`config.mk`:
```
export PLATFORM = sky130hd
export DESIGN_NAME = mole_spawner
export DESIGN_NICKNAME = d
export VERILOG_FILES = /design/src/rtl/mole_spawner.sv
export SDC_FILE = /design/constraint.sdc
export NUM_CORES = 1
export LEC_CHECK = 0
export ABC_CLOCK_PERIOD_IN_PS = 2520
export BUFFER_PORTS_ARGS = -buffer_cell sky130_fd_sc_hd__buf_4
export CAP_MARGIN = 40
export CELL_PAD_IN_SITES_DETAIL_PLACEMENT = 0
export CELL_PAD_IN_SITES_GLOBAL_PLACEMENT = 1
export CORE_MARGIN = 10
export CORE_UTILIZATION = 30
export CTS_CLUSTER_DIAMETER = 120
export CTS_CLUSTER_SIZE = 20
export DETAILED_ROUTE_END_ITERATION = 6
export PLACE_DENSITY_LB_ADDON = 0.1
export SLEW_MARGIN = 40
export SYNTH_ARGS = -nofsm -noshare
export SYNTH_HDL_FRONTEND = slang
export SYNTH_SLANG_ARGS = --single-unit
```
`constraint.sdc`:
```
create_clock -name clk -period 2.52 [get_ports clk]
set_clock_uncertainty 0.15 [all_clocks]
set_input_delay 0.63 -clock clk [delete_from_list [all_inputs] [get_ports clk]]
set_output_delay 0.63 -clock clk [all_outputs]
set_load 0.005 [all_outputs]
```
`src/rtl/mole_spawner.sv`:
```
// mole_spawner: picks pseudo-random hole positions from a free-running
// 16-bit Galois LFSR, shows one mole at a time and retires it on a hit or
// a timeout. It counts spawned moles and unhit (timed-out) moles.
// Optional feature macro: SPEEDUP_EN. When it is defined, the UP window
// shrinks by UP_TICKS/16 after each hit, with a floor of UP_TICKS/4.
module mole_spawner #(
    parameter int          NUM_HOLES = 18,
    parameter int          UP_TICKS  = 50000000,
    parameter int          GAP_TICKS = 12500000,
    parameter logic [15:0] LFSR_SEED = 16'hACE1
) (
    input  logic                 clk,
    input  logic                 reset,
    input  logic                 run,
    input  logic                 hit,
    output logic [4:0]           mole_position,
    output logic                 mole_valid,
    output logic [NUM_HOLES-1:0] mole_leds,
    output logic [11:0]          mole_count,
    output logic [11:0]          miss_count
);

    localparam logic [4:0]  NO_MOLE   = 5'd31;
    localparam logic [15:0] LFSR_MASK = 16'hB400;
    localparam logic [11:0] CNT_MAX   = 12'hFFF;
    localparam int          TMAX      = (UP_TICKS > GAP_TICKS) ? UP_TICKS : GAP_TICKS;
    localparam int          TW        = $clog2(TMAX + 1);
    localparam logic [TW-1:0] GAP_LAST = TW'(GAP_TICKS - 1);
    localparam logic [TW-1:0] UP_FULL  = TW'(UP_TICKS);

    typedef enum logic [1:0] {S_IDLE, S_GAP, S_PICK, S_UP} state_t;

    state_t                 state_q, state_d;
    logic [TW-1:0]          timer_q, timer_d;
    logic [4:0]             pos_q, pos_d;
    logic                   valid_q, valid_d;
    logic [NUM_HOLES-1:0]   leds_q, leds_d;
    logic [4:0]             last_q, last_d;
    logic [11:0]            mcnt_q, mcnt_d;
    logic [11:0]            miss_q, miss_d;
    logic [15:0]            lfsr_q, lfsr_d;
    logic [4:0]             cand;
    logic [TW-1:0]          up_last;

`ifdef SPEEDUP_EN
    localparam logic [TW-1:0] WIN_STEP  = TW'(UP_TICKS / 16);
    localparam logic [TW-1:0] WIN_FLOOR = TW'(UP_TICKS / 4);
    logic [TW-1:0] window_q, window_d;

    // Current UP length comes from the shrinking window.
    always_comb up_last = window_q - TW'(1);
`else
    // Fixed UP length.
    always_comb up_last = UP_FULL - TW'(1);
`endif

    assign cand = lfsr_q[4:0];

    // Next-state logic for the FSM, the counters, the LFSR and the outputs.
    always_comb begin
        state_d = state_q;
        timer_d = timer_q;
        pos_d   = pos_q;
        valid_d = valid_q;
        leds_d  = leds_q;
        last_d  = last_q;
        mcnt_d  = mcnt_q;
        miss_d  = miss_q;
        lfsr_d  = {1'b0, lfsr_q[15:1]} ^ (lfsr_q[0] ? LFSR_MASK : 16'h0000);
`ifdef SPEEDUP_EN
        window_d = window_q;
`endif
        if (!run) begin
            // Abandoning the game: blank the display. A mole that was up
            // counts as neither a hit nor a miss.
            state_d = S_IDLE;
            timer_d = '0;
            pos_d   = NO_MOLE;
            valid_d = 1'b0;
            leds_d  = '0;
        end else begin
            case (state_q)
                S_IDLE: begin
                    state_d = S_GAP;
                    timer_d = '0;
`ifdef SPEEDUP_EN
                    window_d = UP_FULL;
`endif
                end
                S_GAP: begin
                    if (timer_q == GAP_LAST) begin
                        state_d = S_PICK;
                        timer_d = '0;
                    end else begin
                        timer_d = timer_q + TW'(1);
                    end
                end
                S_PICK: begin
                    // Reject an out-of-range candidate or a repeat of the
                    // last hole, then retry next cycle with a fresh LFSR value.
                    if ((int'(cand) < NUM_HOLES) && (cand != last_q)) begin
                        state_d = S_UP;
                        timer_d = '0;
                        pos_d   = cand;
                        valid_d = 1'b1;
                        leds_d  = NUM_HOLES'(1) << cand;
                        last_d  = cand;
                        if (mcnt_q != CNT_MAX) mcnt_d = mcnt_q + 12'd1;
                    end
                end
                S_UP: begin
                    // A hit takes priority over a timeout in the same cycle.
                    if (hit || (timer_q == up_last)) begin
                        state_d = S_GAP;
                        timer_d = '0;
                        pos_d   = NO_MOLE;
                        valid_d = 1'b0;
                        leds_d  = '0;
                        if (!hit && (miss_q != CNT_MAX)) miss_d = miss_q + 12'd1;
`ifdef SPEEDUP_EN
                        if (hit) begin
                            if (window_q >= WIN_FLOOR + WIN_STEP)
                                window_d = window_q - WIN_STEP;
                            else
                                window_d = WIN_FLOOR;
                        end
`endif
                    end else begin
                        timer_d = timer_q + TW'(1);
                    end
                end
                default: state_d = S_IDLE;
            endcase
        end
    end

    // All state registers. Reset takes priority over run and hit.
    always_ff @(posedge clk) begin
        if (reset) begin
            state_q <= S_IDLE;
            timer_q <= '0;
            pos_q   <= NO_MOLE;
            valid_q <= 1'b0;
            leds_q  <= '0;
            last_q  <= NO_MOLE;
            mcnt_q  <= '0;
            miss_q  <= '0;
            lfsr_q  <= LFSR_SEED;
`ifdef SPEEDUP_EN
            window_q <= UP_FULL;
`endif
        end else begin
            state_q <= state_d;
            timer_q <= timer_d;
            pos_q   <= pos_d;
            valid_q <= valid_d;
            leds_q  <= leds_d;
            last_q  <= last_d;
            mcnt_q  <= mcnt_d;
            miss_q  <= miss_d;
            lfsr_q  <= lfsr_d;
`ifdef SPEEDUP_EN
            window_q <= window_d;
`endif
        end
    end

    assign mole_position = pos_q;
    assign mole_valid    = valid_q;
    assign mole_leds     = leds_q;
    assign mole_count    = mcnt_q;
    assign miss_count    = miss_q;

endmodule
```
---- Yosys cells after proc, flatten, opt, wreduce, memory -nomap -nowiden ----
Cells that the tools add are included.
storage, ports and cells
  register bits ........................... 97
  output and inout bits ................... 48
cells by class
  reduce and logical (&&, ||, !) cells .... 12
  add/subtract/negate cells ............... 3
  $lt $le $gt $ge ......................... 1
  bitwise logic cells ..................... 2
  eq/ne operators ......................... 11
  shifts and indexed selects .............. 1
  mux-type cells .......................... 18
operators with widths
  operator                                                            number
  26-bit one-hot mux with 4 select lines                              1
  26-bit 2-to-1 mux                                                   3
  18-bit 2-to-1 mux                                                   2
  18-bit one-hot mux with 2 select lines                              1
  26-bit by 1-bit adder with 26-bit output, second input constant     1
  26-bit by 24-bit == test with 1-bit output, second input constant   1
  26-bit == test, second input constant                               1
  12-bit by 1-bit adder with 12-bit output, second input constant     2
  12-bit != test, second input constant                               2
  1-bit by 5-bit left shift with 18-bit output, first input constant  1
  16-bit 2-to-1 mux                                                   1
  15-bit by 16-bit XOR with 16-bit output                             1
  5-bit 2-to-1 mux                                                    2
  5-bit one-hot mux with 2 select lines                               1
  3-bit AND reduction                                                 3
  2-bit one-hot mux with 4 select lines                               1
  4-bit AND reduction                                                 2
  2-bit 2-to-1 mux                                                    3
  2-bit != test, second input constant                                3
  5-bit less-than comparator, second input constant                   1
  5-bit != test                                                       1
  2-bit == test, second input constant                                2
  2-bit by 1-bit == test with 1-bit output, second input constant     1
  1-bit logical AND                                                   2
  other kinds (8)                                                     9

---- Longest topological paths before layout ----
  word-level depth ........................ 4
  gate-level depth with buffers ........... 9
  depth with buffers taken out ............ 7

---- Worst setup path before layout ----
OpenSTA, ideal clock, no wires.
  path kind ............................... register to register
  start ................................... register timer_q[0]
  end ..................................... register pos_q[3], in the netlist mole_position[3]
  required time ........................... 2.243 ns
  path slack .............................. 0.355 ns
  arrival ................................. 1.889 ns
  buffers on the path ..................... 3
  cell stages (with the launch flop) ...... 10
  path through ............................ dfxtp_1 -> ha_1 -> and4_1 -> clkbuf_1 -> and4_4 -> a211oi_4 -> nor3_2 -> buf_6 -> buf_12 -> mux2i_1
between the ends
  longest elaborated chain between the ends .. 4
RTL lines
  what                           RTL line  RTL
  start: declaration             34        logic [TW-1:0] timer_q, timer_d;
  start signal: assignment       154       timer_q <= timer_d;
  26-bit == test                 113       if (hit || (timer_q == up_last)) begin
  1-bit logical OR               113
  2-bit != test (no line)        n/a
  3-bit AND reduction (no line)  n/a
  end signal: assignment         155       pos_q <= pos_d;
  end: declaration               35        logic [4:0] pos_q, pos_d;
No other way between the ends.
A chain may end at the register's enable or synchronous reset.

---- Worst setup path in the final report ----
  start ................................... register timer_q[1]
  end ..................................... register miss_q[11], in the netlist miss_count[11]
between the ends
  longest elaborated chain between the ends .. 3
RTL lines
  what                           RTL line  RTL
  26-bit == test                 113
  1-bit logical OR               113
  4-bit AND reduction (no line)  n/a
  end signal: assignment         160       miss_q <= miss_d;
  end: declaration               40        logic [11:0] miss_q, miss_d;
No other way between the ends.

==> flow_summary_export.csv <==
group,metric,value,unit
synthesis,synth-seq-cells,97,
floorplan,rows,45,
sta,setup_violations,0,
clock_tree,clock_latency,350,ps
clock_tree,clock_path_buffers,2,
global_routing,grt_pass1_vias,3776,
sta,hold_viol,0,
routing,vias,3895,
worst_setup_path,crit_fanout,12,
power,clkPwrFrac,45.1,%
synthesis,synth_top_cell_area_share,41.9,%
clock_tree,hold_buffers,0,
placed_design,globalplace.congestion,0.777,
synthesis,yosysWarnings,0,
power,power_switching,0.769,mW
floorplan,die-area,0.0208,mm^2
power,p_int,2.43,mW
routing,vias_per_cell,5.11,
sta,rsz0062_at_grt,"false",
layout,n_antenna_cell,0,
min_path,min_path_type,"flip-flop to flip-flop",
min_path,hp-start,"lfsr_q[8]",
clock_tree,clk_pin_slew,70,ps
global_routing,gr-total-overflow,0,
sta,max_freq,0.437,GHz
synthesis,syn_area,0.00463,mm^2
clock_tree,cts_resized,0,
synthesis,yosysTopAreaCell,"dfxtp_1",
synthesis,syn_area_per_cell,9.00,um^2
status,outcome,"completed",
routing,dr.pass1.iters,4,
floorplan,io_pins,52,
clock_tree,cts-root-buf,"clkbuf_16",
synthesis,synthTopCellsByArea,"dfxtp_1 (42%), a21oi_1 (3.8%), mux2i_1 (3.7%)",
synthesis,ys_types,52,
synthesis,synthCells,515,
floorplan,start_util,30.6,%
clock_tree,cts_tree,"done",
power,p_per_area,569,mW/mm^2
global_routing,grtUsageMet2,19.2,%
worst_setup_path,cp_data_arrival_time,2420,ps
global_routing,track_usage,11.7,%
sta,maxSlewViolCount,0,
floorplan,core,0.0151,mm^2
routing,drc_errors,0,
power,irDropWorstVdd,0.369,mV
worst_setup_path,endpoint_kind,"flip-flop",
clock_tree,cts_buffers,9,
sta,layout_setup_ws,229,ps
power,sw_frac_of_total,24.1,%
sta,post-route-period-util,90.9,%
layout,fillers,1565,
layout,drive_above_1_share,20.6,%
sta,maxSlewHeadroom,63.2,%
floorplan,die_y,144,um
global_routing,met1_usage,14.1,%
synthesis,syn-num-nets,526,
worst_setup_path,crit_type,"flip-flop to flip-flop",
global_routing,grt_max_degree,50,
sta,setup_tns,0,ps
worst_setup_path,startpoint_type,"flip-flop",
floorplan,die_x,144,um
placed_design,dp_hpwl,8260,um
synthesis,seq_area_frac_synth,41.9,%
placed_design,port-buffer-count,51,
clock_tree,clock_sinks,97,
power,p_leak,1.96,nW
routing,first_iter_violations,174,
routing,avgRoutedWirePerCell,15.3,um
synthesis,ys_async_sr_fraction,0,%
routing,antenna_left,0,
power,seqPwrFrac,49.4,%
global_routing,gr-max-usage-layer,"met2",
layout,nets,580,
synthesis,synthFlopType,"dfxtp_1",
sta,period_needed,2290,ps
layout,multiInputGateArea,0.00247,mm^2
routing,wl,11700,um
worst_setup_path,cp.required,2650,ps
layout,seqCellArea,0.00194,mm^2
placed_design,post-place-ws,230,ps
global_routing,met3_usage,4.10,%
power,p_comb_share,5.6,%
sta,worstMarginPinSlew,553,ps
synthesis,synth-edff-count,0,
global_routing,grt_first_pass_wirelength,19500,um
worst_setup_path,rr_startpoint,"timer_q[1]",
clock_tree,post-cts-setup-buffers,0,
flow_run,drv_cap,0,
worst_setup_path,crit_start,"timer_q[1]",
layout,syn2layout_area_growth,21.3,%
clock_tree,htreeDepth,3,
global_routing,antenna_found_initial,0,
[through the flow]
stage	total power [mW]	hold WS (ps)	utilization (%)	instance area (um^2)	instances
finish	3.19	263	37.1	5620	762
global route	3.34	273	37.1	5620	762
CTS	3.26	265	37.1	5620	762
detailed placement	1.79	247	35.1	5310	746
global placement	1.79	247	35.1	5310	746
floorplan	1.74	239	-	4630	515
[final cells by class]
cell class	instances	area share, %
clock buffer	9	4.01
clock inverter	7	1.51
inverter	9	0.601
multi-input combinational	372	44.0
sequential	97	34.6
tap	188	4.19
timing repair buffer	80	11.1
[cell usage after synthesis (all sizes together), types with 6 or more instances]
master	n
xnor2	11
xor2	10
nor4	10
or3	14
buf	17
and4	9
o31ai	20
dfxtp	97
and3	10
nor2	25
o21ai	25
or4	18
nor3	6
ha	7
a211o	6
a21oi	35
nor2b	19
nand4	14
nand2	41
nand3	23
a31oi	6
or2	9
clkbuf	20
inv	9
o211ai	7
mux2i	17
[per-layer routing]
metal | wire [um] | vias to the layer above
li1 | - | 2003
met1 | 5420 | 1843
met2 | 5650 | 37
met3 | 459 | 12
met4 | 138 | 0
met5 | 0 | -
[flip-flops by register name, indices dropped and copies added (netlist names)]
signal         flops
last_q             5
lfsr_q            16
miss_count        12
mole_count        12
mole_leds         18
mole_position      5
mole_valid         1
state_q            2
timer_q           26
[worst max-delay path, stage by stage, from the launching register on]
cell and delay [ps]:
dfxtp_1 370, ha_1 200, and4_1 330, and4_4 340, nand3_2 230, or4_1 450, a21oi_1 150
[power by group through the flow]
stage          logic [mW]  registers, mW  clock network [mW]
2_1_floorplan       0.130           1.61                   0
3_3_place_gp        0.178           1.61                   0
3_5_place_dp        0.180           1.61                   0
4_1_cts             0.181           1.58                1.50
5_1_grt             0.199           1.58                1.56
6_report            0.178           1.58                1.44
[placed cells by master (no fill, tap or decap), drive strengths merged, types with 2 or more instances in the layout]
cell type   n
dfxtp      97
nor2b      19
a21oi      35
a211o       6
nor4b       4
nand4      14
mux2i      17
a31oi       6
and2        3
a211oi      4
or3        14
inv        13
or4        18
ha          7
o31ai      20
nand2b      4
clkbuf      9
nand2      41
nand3      23
or2         9
xnor2      11
o21ai      25
xor2       10
clkinv      2
o211ai      7
nor3        6
nor2       25
and3       10
buf        80
and4        9
o2111ai     3
mux2        4
o21a        2
nor4       10
[cells by family (layout without fill, tap and decap cells)]
family                     count (synthesis)  in the layout  synth area share, %
DFF                                       97             97                 41.9
buffers and inverters                     46            105                 4.78
xor gates and xnor gates                  21             21                 3.97
muxes                                     21             21                 4.64
and+or+nand+nor                          213            213                 27.1
AOI/OAI and AO/OA                        110            110                 15.7
adders and majority gates                  7              7                 1.89
[final timing paths]
kind | endpoint | slack (ps) | depth (start not counted)
setup / recovery | miss_count[11] | 230 | 6
setup reg to reg | miss_count[11] | 230 | 6
hold / removal | lfsr_q[7] | 260 | 1
hold reg to reg | lfsr_q[7] | 260 | 1
(Power assumes the default switching activity.)
